## config.mk

```make
export PLATFORM = sky130hd
export DESIGN_NAME = calc_accumulator_engine
export DESIGN_NICKNAME = d
export VERILOG_FILES = /design/src/rtl/calc_pkg.sv /design/src/rtl/calc_history_stack.sv /design/src/rtl/calc_accumulator_engine.sv
export SDC_FILE = /design/constraint.sdc
export NUM_CORES = 1
export LEC_CHECK = 0
export BUFFER_PORTS_ARGS = -buffer_cell sky130_fd_sc_hd__buf_4
export CAP_MARGIN = 20
export CORE_ASPECT_RATIO = 0.5
export CORE_MARGIN = 2
export CORE_UTILIZATION = 37
export DETAILED_ROUTE_END_ITERATION = 12
export PLACE_DENSITY = 0.6
export SLEW_MARGIN = 20
export SYNTH_ARGS = -nofsm -noshare
export SYNTH_HDL_FRONTEND = slang
export SYNTH_HIERARCHICAL = 1
export SYNTH_SLANG_ARGS = --single-unit
```

## constraint.sdc

```tcl
create_clock -name CLK -period 3.7 [get_ports CLK]
set_clock_uncertainty 0.05 [all_clocks]
set_input_delay 0.74 -clock CLK [delete_from_list [all_inputs] [get_ports CLK]]
set_output_delay 0.74 -clock CLK [all_outputs]
set_load 0.02 [all_outputs]
```

## src/rtl/calc_pkg.sv

```systemverilog
// Shared encodings and saturation helpers for the calculator accumulator engine.
package calc_pkg;

  typedef enum logic [1:0] {
    OP_ADD  = 2'd0,
    OP_SUB  = 2'd1,
    OP_MUL  = 2'd2,
    OP_UNDO = 2'd3
  } calc_op_e;

  typedef enum logic [2:0] {
    ST_IDLE,
    ST_ADDSUB,
    ST_MUL,
    ST_UNDO,
    ST_REPORT,
    ST_CLR
  } calc_state_e;

  localparam int unsigned MAX_RESULT_WIDTH = 64;

  // Largest positive two's-complement value of a w-bit accumulator.
  function automatic logic [MAX_RESULT_WIDTH-1:0] sat_max(input int unsigned w);
    return (64'd1 << (w - 1)) - 64'd1;
  endfunction

  // Most negative value; only the low w bits are meaningful.
  function automatic logic [MAX_RESULT_WIDTH-1:0] sat_min(input int unsigned w);
    return ~sat_max(w);
  endfunction

endpackage

```

## src/rtl/calc_history_stack.sv

```systemverilog
// Bounded circular LIFO of previous accumulator values; a push when full drops the oldest.
module calc_history_stack
  import calc_pkg::*;
#(
  parameter int unsigned RESULT_WIDTH = 18,
  parameter int unsigned HIST_DEPTH   = 8
) (
  input  logic                    clk_i,
  input  logic                    rst_i,
  input  logic                    push_i,
  input  logic                    pop_i,
  input  logic                    clear_i,
  input  logic [RESULT_WIDTH-1:0] din_i,
  output logic [RESULT_WIDTH-1:0] dout_o,
  output logic                    empty_o
);

  localparam int unsigned PTR_W = (HIST_DEPTH > 1) ? $clog2(HIST_DEPTH) : 1;
  localparam int unsigned CNT_W = $clog2(HIST_DEPTH + 1);
  localparam logic [CNT_W-1:0] FULL_CNT = CNT_W'(HIST_DEPTH);

  logic [RESULT_WIDTH-1:0] mem_q [2**PTR_W];
  logic [PTR_W-1:0]        ptr_q, ptr_d;
  logic [CNT_W-1:0]        cnt_q, cnt_d;
  logic                    do_push, do_pop;

  assign do_push = push_i && !clear_i;
  assign do_pop  = pop_i && !push_i && !clear_i && (cnt_q != '0);
  assign empty_o = (cnt_q == '0);
  assign dout_o  = mem_q[ptr_q - 1'b1];

  always_comb begin
    ptr_d = ptr_q;
    cnt_d = cnt_q;
    if (clear_i) begin
      ptr_d = '0;
      cnt_d = '0;
    end else if (do_push) begin
      ptr_d = ptr_q + 1'b1;
      cnt_d = (cnt_q == FULL_CNT) ? cnt_q : cnt_q + 1'b1;
    end else if (do_pop) begin
      ptr_d = ptr_q - 1'b1;
      cnt_d = cnt_q - 1'b1;
    end
  end

  always_ff @(posedge clk_i) begin
    if (rst_i) begin
      ptr_q <= '0;
      cnt_q <= '0;
    end else begin
      ptr_q <= ptr_d;
      cnt_q <= cnt_d;
    end
  end

  always_ff @(posedge clk_i) begin
    if (do_push) mem_q[ptr_q] <= din_i;
  end

endmodule

```

## src/rtl/calc_accumulator_engine.sv

```systemverilog
// Saturating signed accumulator with add/sub/shift-add multiply and bounded undo history.
module calc_accumulator_engine
  import calc_pkg::*;
#(
  parameter int unsigned DATA_WIDTH   = 10,
  parameter int unsigned RESULT_WIDTH = 18,
  parameter int unsigned HIST_DEPTH   = 8
) (
  input  logic                    CLK,
  input  logic                    RESET,
  input  logic                    CLEAR,
  input  logic                    COMPUTE,
  input  logic [1:0]              OPERATION,
  input  logic [DATA_WIDTH-1:0]   CALC_DATA,
  output logic                    BUSY,
  output logic                    DONE,
  output logic                    RESULT_READY,
  output logic [RESULT_WIDTH-1:0] RESULT_DATA,
  output logic                    OVERFLOW,
  output logic                    HIST_EMPTY
);

  localparam int unsigned R  = RESULT_WIDTH;
  localparam int unsigned D  = DATA_WIDTH;
  localparam int unsigned PW = R + D;
  localparam int unsigned CW = $clog2(D + 1);

  localparam logic [R-1:0]         SAT_MAX     = R'(sat_max(R));
  localparam logic [R-1:0]         SAT_MIN     = R'(sat_min(R));
  localparam logic signed [R:0]    EXT_MAX     = {1'b0, SAT_MAX};
  localparam logic signed [R:0]    EXT_MIN     = {1'b1, SAT_MIN};
  localparam logic [PW-1:0]        MUL_POS_LIM = {{D{1'b0}}, SAT_MAX};
  localparam logic [PW-1:0]        MUL_NEG_LIM = MUL_POS_LIM + 1'b1;
  localparam logic [CW-1:0]        MUL_LAST    = CW'(D);

  calc_state_e state_q, state_d;
  calc_op_e    op_q, op_d;

  logic [R-1:0]  acc_q, acc_d, result_q, result_d;
  logic [D-1:0]  operand_q, operand_d, mplier_q, mplier_d;
  logic [PW-1:0] mcand_q, mcand_d, prod_q, prod_d;
  logic [CW-1:0] cnt_q, cnt_d;
  logic          neg_q, neg_d, ovf_int_q, ovf_int_d;
  logic          done_q, done_d, ready_q, ready_d, ovf_q, ovf_d, hempty_q, hempty_d;
  logic          hist_push, hist_pop, hist_empty;
  logic [R-1:0]  hist_dout;

  logic [R-1:0]        acc_mag;
  logic signed [R:0]   acc_ext, opnd_ext, addsub_sum;
  logic                as_hi, as_lo, mul_ovf;
  logic [R-1:0]        addsub_res, mul_res;

  calc_history_stack #(
    .RESULT_WIDTH (R),
    .HIST_DEPTH   (HIST_DEPTH)
  ) u_hist (
    .clk_i   (CLK),
    .rst_i   (RESET),
    .push_i  (hist_push),
    .pop_i   (hist_pop),
    .clear_i (CLEAR),
    .din_i   (acc_q),
    .dout_o  (hist_dout),
    .empty_o (hist_empty)
  );

  // Magnitude is R-bit unsigned so the most negative value still fits.
  assign acc_mag    = acc_q[R-1] ? (~acc_q + 1'b1) : acc_q;
  assign acc_ext    = {acc_q[R-1], acc_q};
  assign opnd_ext   = {{(R+1-D){1'b0}}, operand_q};
  assign addsub_sum = (op_q == OP_SUB) ? (acc_ext - opnd_ext) : (acc_ext + opnd_ext);
  assign as_hi      = addsub_sum > EXT_MAX;
  assign as_lo      = addsub_sum < EXT_MIN;
  assign addsub_res = as_hi ? SAT_MAX : (as_lo ? SAT_MIN : addsub_sum[R-1:0]);
  assign mul_ovf    = neg_q ? (prod_q > MUL_NEG_LIM) : (prod_q > MUL_POS_LIM);
  assign mul_res    = mul_ovf ? (neg_q ? SAT_MIN : SAT_MAX)
                              : (neg_q ? (~prod_q[R-1:0] + 1'b1) : prod_q[R-1:0]);

  always_ff @(posedge CLK) begin
    if (RESET) state_q <= ST_IDLE;
    else       state_q <= state_d;
  end

  always_comb begin
    state_d = state_q;
    if (CLEAR) begin
      state_d = ST_CLR;
    end else begin
      unique case (state_q)
        ST_IDLE: if (COMPUTE) begin
          unique case (calc_op_e'(OPERATION))
            OP_ADD, OP_SUB: state_d = ST_ADDSUB;
            OP_MUL:         state_d = ST_MUL;
            OP_UNDO:        state_d = ST_UNDO;
          endcase
        end
        ST_ADDSUB: state_d = ST_REPORT;
        ST_MUL:    if (cnt_q == MUL_LAST) state_d = ST_REPORT;
        ST_UNDO:   state_d = ST_REPORT;
        ST_REPORT: state_d = ST_IDLE;
        ST_CLR:    state_d = ST_IDLE;
        default:   state_d = ST_IDLE;
      endcase
    end
  end

  always_comb begin
    op_d      = op_q;
    acc_d     = acc_q;
    result_d  = result_q;
    operand_d = operand_q;
    mplier_d  = mplier_q;
    mcand_d   = mcand_q;
    prod_d    = prod_q;
    cnt_d     = cnt_q;
    neg_d     = neg_q;
    ovf_int_d = ovf_int_q;
    done_d    = 1'b0;
    ready_d   = 1'b0;
    ovf_d     = ovf_q;
    hempty_d  = hempty_q;
    hist_push = 1'b0;
    hist_pop  = 1'b0;
    if (CLEAR) begin
      acc_d     = '0;
      ovf_int_d = 1'b0;
    end else begin
      unique case (state_q)
        ST_IDLE: if (COMPUTE) begin
          op_d      = calc_op_e'(OPERATION);
          operand_d = CALC_DATA;
          mplier_d  = CALC_DATA;
          mcand_d   = {{D{1'b0}}, acc_mag};
          prod_d    = '0;
          cnt_d     = '0;
          neg_d     = acc_q[R-1];
          hist_push = (calc_op_e'(OPERATION) != OP_UNDO);
        end
        ST_ADDSUB: begin
          acc_d     = addsub_res;
          ovf_int_d = ovf_int_q | as_hi | as_lo;
        end
        ST_MUL: begin
          if (cnt_q == MUL_LAST) begin
            acc_d     = mul_res;
            ovf_int_d = ovf_int_q | mul_ovf;
          end else begin
            prod_d   = prod_q + (mplier_q[0] ? mcand_q : '0);
            mcand_d  = mcand_q << 1;
            mplier_d = mplier_q >> 1;
            cnt_d    = cnt_q + 1'b1;
          end
        end
        ST_UNDO: if (!hist_empty) begin
          hist_pop = 1'b1;
          acc_d    = hist_dout;
        end
        ST_REPORT: begin
          result_d = acc_q;
          done_d   = 1'b1;
          ready_d  = 1'b1;
          ovf_d    = ovf_int_q;
          hempty_d = hist_empty;
        end
        ST_CLR: begin
          result_d = '0;
          ready_d  = 1'b1;
          ovf_d    = 1'b0;
          hempty_d = 1'b1;
        end
        default: ;
      endcase
    end
  end

  always_ff @(posedge CLK) begin
    if (RESET) begin
      op_q      <= OP_ADD;
      acc_q     <= '0;
      result_q  <= '0;
      operand_q <= '0;
      mplier_q  <= '0;
      mcand_q   <= '0;
      prod_q    <= '0;
      cnt_q     <= '0;
      neg_q     <= 1'b0;
      ovf_int_q <= 1'b0;
      done_q    <= 1'b0;
      ready_q   <= 1'b0;
      ovf_q     <= 1'b0;
      hempty_q  <= 1'b1;
    end else begin
      op_q      <= op_d;
      acc_q     <= acc_d;
      result_q  <= result_d;
      operand_q <= operand_d;
      mplier_q  <= mplier_d;
      mcand_q   <= mcand_d;
      prod_q    <= prod_d;
      cnt_q     <= cnt_d;
      neg_q     <= neg_d;
      ovf_int_q <= ovf_int_d;
      done_q    <= done_d;
      ready_q   <= ready_d;
      ovf_q     <= ovf_d;
      hempty_q  <= hempty_d;
    end
  end

  assign BUSY         = (state_q == ST_ADDSUB) || (state_q == ST_MUL) ||
                        (state_q == ST_UNDO)   || (state_q == ST_REPORT);
  assign DONE         = done_q;
  assign RESULT_READY = ready_q;
  assign RESULT_DATA  = result_q;
  assign OVERFLOW     = ovf_q;
  assign HIST_EMPTY   = hempty_q;

endmodule

```

==> After elaboration in Yosys (flattened, before gate mapping) <==
Memories as Yosys holds them, arrays and structs flattened.
Cells that the tools add are included.
{ "word_totals": {"regBits": 134, "latch_bits": 0, "ramBits": 144, "romBits": 0, "in_bits": 16, "mem_count": 1} }
{ "classes": {"n_addsub": 10, "n_mul": 0, "n_div": 0, "n_lt_le_gt_ge": 4, "eq_ne": 19, "shift": 0, "mux": 49, "n_bitwise": 6, "reduce_logical": 30} }
{ "mem_list": {"columns": ["name", "words", "width", "read_ports", "rd_clocked_by_memory_dff", "wr", "line_no", "source"], "rows": [
  ["u_hist.mem_q", 8, 18, 1, 0, 1, "calc_history_stack.sv:22", "logic [RESULT_WIDTH-1:0] mem_q [2**PTR_W];"]
]} }
{ "op_table": {"columns": ["op", "count"], "rows": [
  ["$mux W18", 8],
  ["$mux W28", 5],
  ["$pmux W28 S2", 2],
  ["$pmux W18 S3", 1],
  ["$add A18 B1 Y18 const B", 2],
  ["$not A18 Y18", 2],
  ["$pmux W18 S2", 1],
  ["$add A28 B28 Y28", 1],
  ["$gt A28 B17 Y1 const B", 1],
  ["$gt A28 B18 Y1 const B", 1],
  ["$mux W10", 2],
  ["$mux W4", 5],
  ["$pmux W10 S2", 1],
  ["$add A18 B11 Y19", 1],
  ["$gt A19 B18 Y1 const B", 1],
  ["$lt A19 B18 Y1 const B", 1],
  ["$mux W19", 1],
  ["$sub A18 B11 Y19", 1],
  ["$pmux W3 S3", 2],
  ["$mux W3", 5],
  ["$mux W1", 12],
  ["$ne A2 B2 Y1 const B", 6],
  ["$reduce_and A2 Y1", 5],
  ["$add A4 B1 Y4 const B", 2],
  ["other kinds (26)", 49]
]} }

==> Depth between registers and ports, before layout <==
{ "depth": {"depth_word": 10, "depth_mapped": 16, "depth_no_buf": 15} }

==> Hierarchy <==
Netlist, hierarchy kept.
{ "modules_own_cells": {"columns": ["mod", "instances", "cells_per_inst", "area_each_um2", "seq_area_each_um2"], "rows": [
  ["calc_accumulator_engine", 1, 1078, 8328.0, 2542.4],
  ["calc_history_stack", 1, 274, 6058.3, 4464.3]
]} }

==> Worst setup path after synthesis <==
OpenSTA, ideal clock, no wires.
{ "synth_path": {"path_kind": "input-to-reg", "start": "in CLEAR", "end": "mem u_hist.mem_q[0][0], enable pin", "setup_ns": 0.416, "arrival_time_ns": 3.451, "required_time_ns": 3.234, "path_slack_ns": -0.217, "path_stages": 10, "path_buffers": 3, "cell_sequence": "clkbuf_1 > nand2b_1 > clkbuf_1 > a21oi_1 > buf_6 > inv_2 > nor2_2 > inv_1 > or2_2 > nor3_1"} }
{ "synth_via": {"elab_chain_cells": 4} }
{ "synth_lines": {"columns": ["item", "line_no", "source"], "rows": [
  ["from (decl)", "calc_accumulator_engine.sv:11", "input logic CLEAR,"],
  ["$mux W1", "calc_accumulator_engine.sv:124", "if (CLEAR) begin"],
  ["net hist_push", "calc_accumulator_engine.sv:45", "logic hist_push, hist_pop, hist_empty;"],
  ["$logic_and A1 B1 Y1", "calc_history_stack.sv:27", "assign do_push = push_i && !clear_i;"],
  ["$mux W1", "calc_history_stack.sv:58", "if (do_push) mem_q[ptr_q] <= din_i;"],
  ["$mux W1 (implied by the code)", "calc_history_stack.sv:58", null],
  ["to (decl)", "calc_history_stack.sv:22", null]
]} }
The timed path passes the listed nets, and every way through them passes these cells.

==> Worst setup path after layout <==
{ "layout_path": {"start": "reg op_q[1]", "end": "reg acc_q[2]"} }
{ "layout_via": {"elab_chain_cells": 6} }
{ "layout_lines": {"columns": ["item", "line_no", "source"], "rows": [
  ["from (decl)", "calc_accumulator_engine.sv:37", "calc_op_e op_q, op_d;"],
  ["from (signal assigned)", "calc_accumulator_engine.sv:193", "op_q <= op_d;"],
  ["$eq A2 B1 Y1 *", "calc_accumulator_engine.sv:71", "assign addsub_sum = (op_q == OP_SUB) ? (acc_ext - opnd_ext) : (acc_ext + opnd_ext);"],
  ["$mux W19 *", "calc_accumulator_engine.sv:71", null],
  ["$lt A19 B18 Y1", "calc_accumulator_engine.sv:73", "assign as_lo = addsub_sum < EXT_MIN;"],
  ["$mux W18", "calc_accumulator_engine.sv:74", "assign addsub_res = as_hi ? SAT_MAX : (as_lo ? SAT_MIN : addsub_sum[R-1:0]);"],
  ["$mux W18 *", "calc_accumulator_engine.sv:74", null],
  ["$pmux W18 S3 *", "calc_accumulator_engine.sv:128", "unique case (state_q)"],
  ["to (signal assigned)", "calc_accumulator_engine.sv:179", "acc_q <= '0;"],
  ["to (signal assigned)", "calc_accumulator_engine.sv:194", "acc_q <= acc_d;"],
  ["to (decl)", "calc_accumulator_engine.sv:39", "logic [R-1:0] acc_q, acc_d, result_q, result_d;"]
]} }
Every way passes the cells marked *; elsewhere a longest branch is shown, timed or not.
A chain may end at the register's enable or synchronous reset.

==> results.tsv <==
metric	value	unit
via_per_inst	5.631	
port_buffers	38	
ir_worst_vdd	0.0003537	V
worst_pin_slew	0.9668	ns
status	finished, final reports clean	
layout_common_cells	nand2_1, edfxtp_1, dfxtp_1	
synth_area_leaders	edfxtp_1, dfxtp_1, mux4_1	
htree_levels	1	
dpl.hpwl	26980	um
maxCapViolCount	0	
hold_buffers	0	
crit_fanout	9	
die_h	143.4	um
cts_tree	yes	
fin_crit_sh	96.48	%
ys_seq_area_share	48.70	%
clk_latency	0.57	ns
final_core_utilization	43.68	%
timing.hold.ws	0.4124	ns
hold_path_class	reg2reg	
gp_congestion	0.8865	
cp.arrival	3.96	ns
crit_type	reg2reg	
drt.antenna.violating_nets	0	
ys_warn_count	6	
ys_seq_elements	278	
core.rowCount	50	
clock_tree.root_cell	clkbuf_16	
rsz0062_at_grt	true	
wl	38960	um
yosysUniqueCellTypes	78	
critPathRequiredTime	4.10	ns
dieArea	0.04057	sq mm
grt_start_max_net_pins	59	
drt-initial-drc-count	831	
synth_top_area_share	30.06	%
grt.total_usage	19.03	%
finalHoldViolations	0	
clk_pin_slew_worst_paths	0.07	ns
vias	10990	
cp-start-kind	flop	
timing.slew.headroom	35.31	%
post-place-ws	-0.06656	ns
core_area	0.03785	sq mm
wl_per_cell	19.97	um
cts.sinks	278	
gr-total-overflow	0	
synth_cells	1352	
num_io_pins	39	
setup_viol	0	
drt_pre_antenna_iters	5	
async_reset_ff_share	0	%
layout_setup_ws	0.1302	ns
fin_crit	3.570	ns
layout_commonest_cell	nand2_1	
synth_enable_flop_cells	144	
yosys_most_used_dff	edfxtp_1	
cp-end-kind	flop	
power_leakage	5.944	nW
grt_pass1_wl	59570	um
fp.dieW	282.9	um
insertedDiodeCount	0	
synth_nets	1424	
fmax	0.2801	GHz
drv_slew	0	
grt_pass1_vias	10750	
pwr_density_cell	431.6	mW/mm^2
drive_gt1_share	15.23	%
antenna_found_initial	0	
start_util	38.01	%
avgSynthCellArea	10.64	sq um
drc_errors	0	
cts_made_buffers	27	
yosysTopAreaCell	edfxtp_1	
nNetsFinal	1482	
netlist_area	0.01439	sq mm
clockBufferDepth	3	
areaGrowthSynthToFinish	14.91	%
where the power goes:
part	internal (mW)	switching, mW	total [mW]
Combinational	0.409	0.620	1.03
Clock	1.59	1.21	2.80
Sequential	3.27	0.0336	3.30
Total	5.27	1.86	7.13
metrics by stage:
step	cell area (sq um)	power (mW)	setup TNS (ns)	std cells
2_1_floorplan	14390	3.996	0	1352
3_3_place_gp	15450	4.298	0	1897
3_5_place_dp	15450	4.315	-0.1927	1897
4_1_cts	16370	7.118	0	1947
5_1_grt	16530	7.400	-0.4346	1951
6_report	16530	7.135	0	1951
critical path: stages, from the launching register on:
cell and delay, ns:
dfxtp_1 0.37, nand2b_1 0.30, buf_4 0.22, nand2_1 0.07, xor2_1 0.14, ha_2 0.39, a21oi_2 0.09, a221o_1 0.32
a32o_1 0.25, a21o_1 0.20, o211ai_1 0.29, a31oi_2 0.18, buf_6 0.17, a222oi_1 0.31, a21oi_1 0.11
layout make-up:
type / count / area, sq um
Fill cell: 3540 / 21320
Multi-Input combinational cell: 981 / 7138
Sequential cell: 278 / 7013
Timing Repair Buffer: 99 / 748.2
Clock buffer: 31 / 710.7
Tap cell: 520 / 650.6
Clock inverter: 19 / 183.9
Inverter: 23 / 86.33
timing repair:
action	4_1_cts	5_1_grt
setup buffers	0	3
gates resized for setup	3	34
endpoints found under the setup margin	5	20
pin swaps	2	8
cloned	0	1
routing by layer:
layer / vias to the layer above / global-route usage [%] / routed length (um) / part of all wire, %
li1: 5219 / - / - / -
met1: 5409 / 25.59 / 17410 / 45
met2: 289 / 31.75 / 18020 / 46
met3: 70 / 3.300 / 2557 / 6.6
met4: 0 / 5.207 / 963 / 2.5
met5: - / 0 / 0 / 0
cells in the mapped netlist (all sizes together), types with 6 or more instances:
cell type,n
o21ai,69
a211oi,10
dfxtp,134
edfxtp,144
mux4,36
o211ai,7
o41ai,8
nor2,81
a22oi,18
a21oi,96
and2,28
or3,9
mux2,18
nand3,59
a21o,21
nor4,6
nor3,19
a221oi,7
or2,10
o21a,12
a22o,26
a31oi,46
o21bai,8
xor2,29
nand2b,12
and3,6
ha,54
nand2,159
inv,23
nand4,7
buf,16
clkbuf,54
xnor2,47
o31ai,11
state kept, by name (all words and copies together) (netlist names):
signal,count
DONE,1
HIST_EMPTY,1
OVERFLOW,1
RESULT_DATA,18
RESULT_READY,1
acc_q,18
cnt_q,4
mcand_q,28
mplier_q,10
neg_q,1
op_q,2
operand_q,10
ovf_int_q,1
prod_q,28
state_q,3
u_hist/cnt_q,4
u_hist/mem_q,144
u_hist/ptr_q,3
kinds of logic after synthesis:
group / count (synthesis) / synth area share (%)
adders and majority gates: 57 / 5.044
and+or+nand+nor: 418 / 13.61
DFF: 278 / 48.70
muxes: 59 / 8.149
xor gates and xnor gates: 76 / 4.679
AOI/OAI and AO/OA: 371 / 16.96
buffers and inverters: 93 / 2.853
path summary, 6_finish.rpt:
path               startpoint          end  slack, ns  depth (start not counted)
hold / removal    mplier_q[9]  mplier_q[9]       0.41                          2
hold reg to reg   mplier_q[9]  mplier_q[9]       0.41                          2
setup / recovery      op_q[1]     acc_q[2]       0.13                         14
setup reg to reg      op_q[1]     acc_q[2]       0.13                         14
Note: power is estimated with default switching activity, not from simulation.
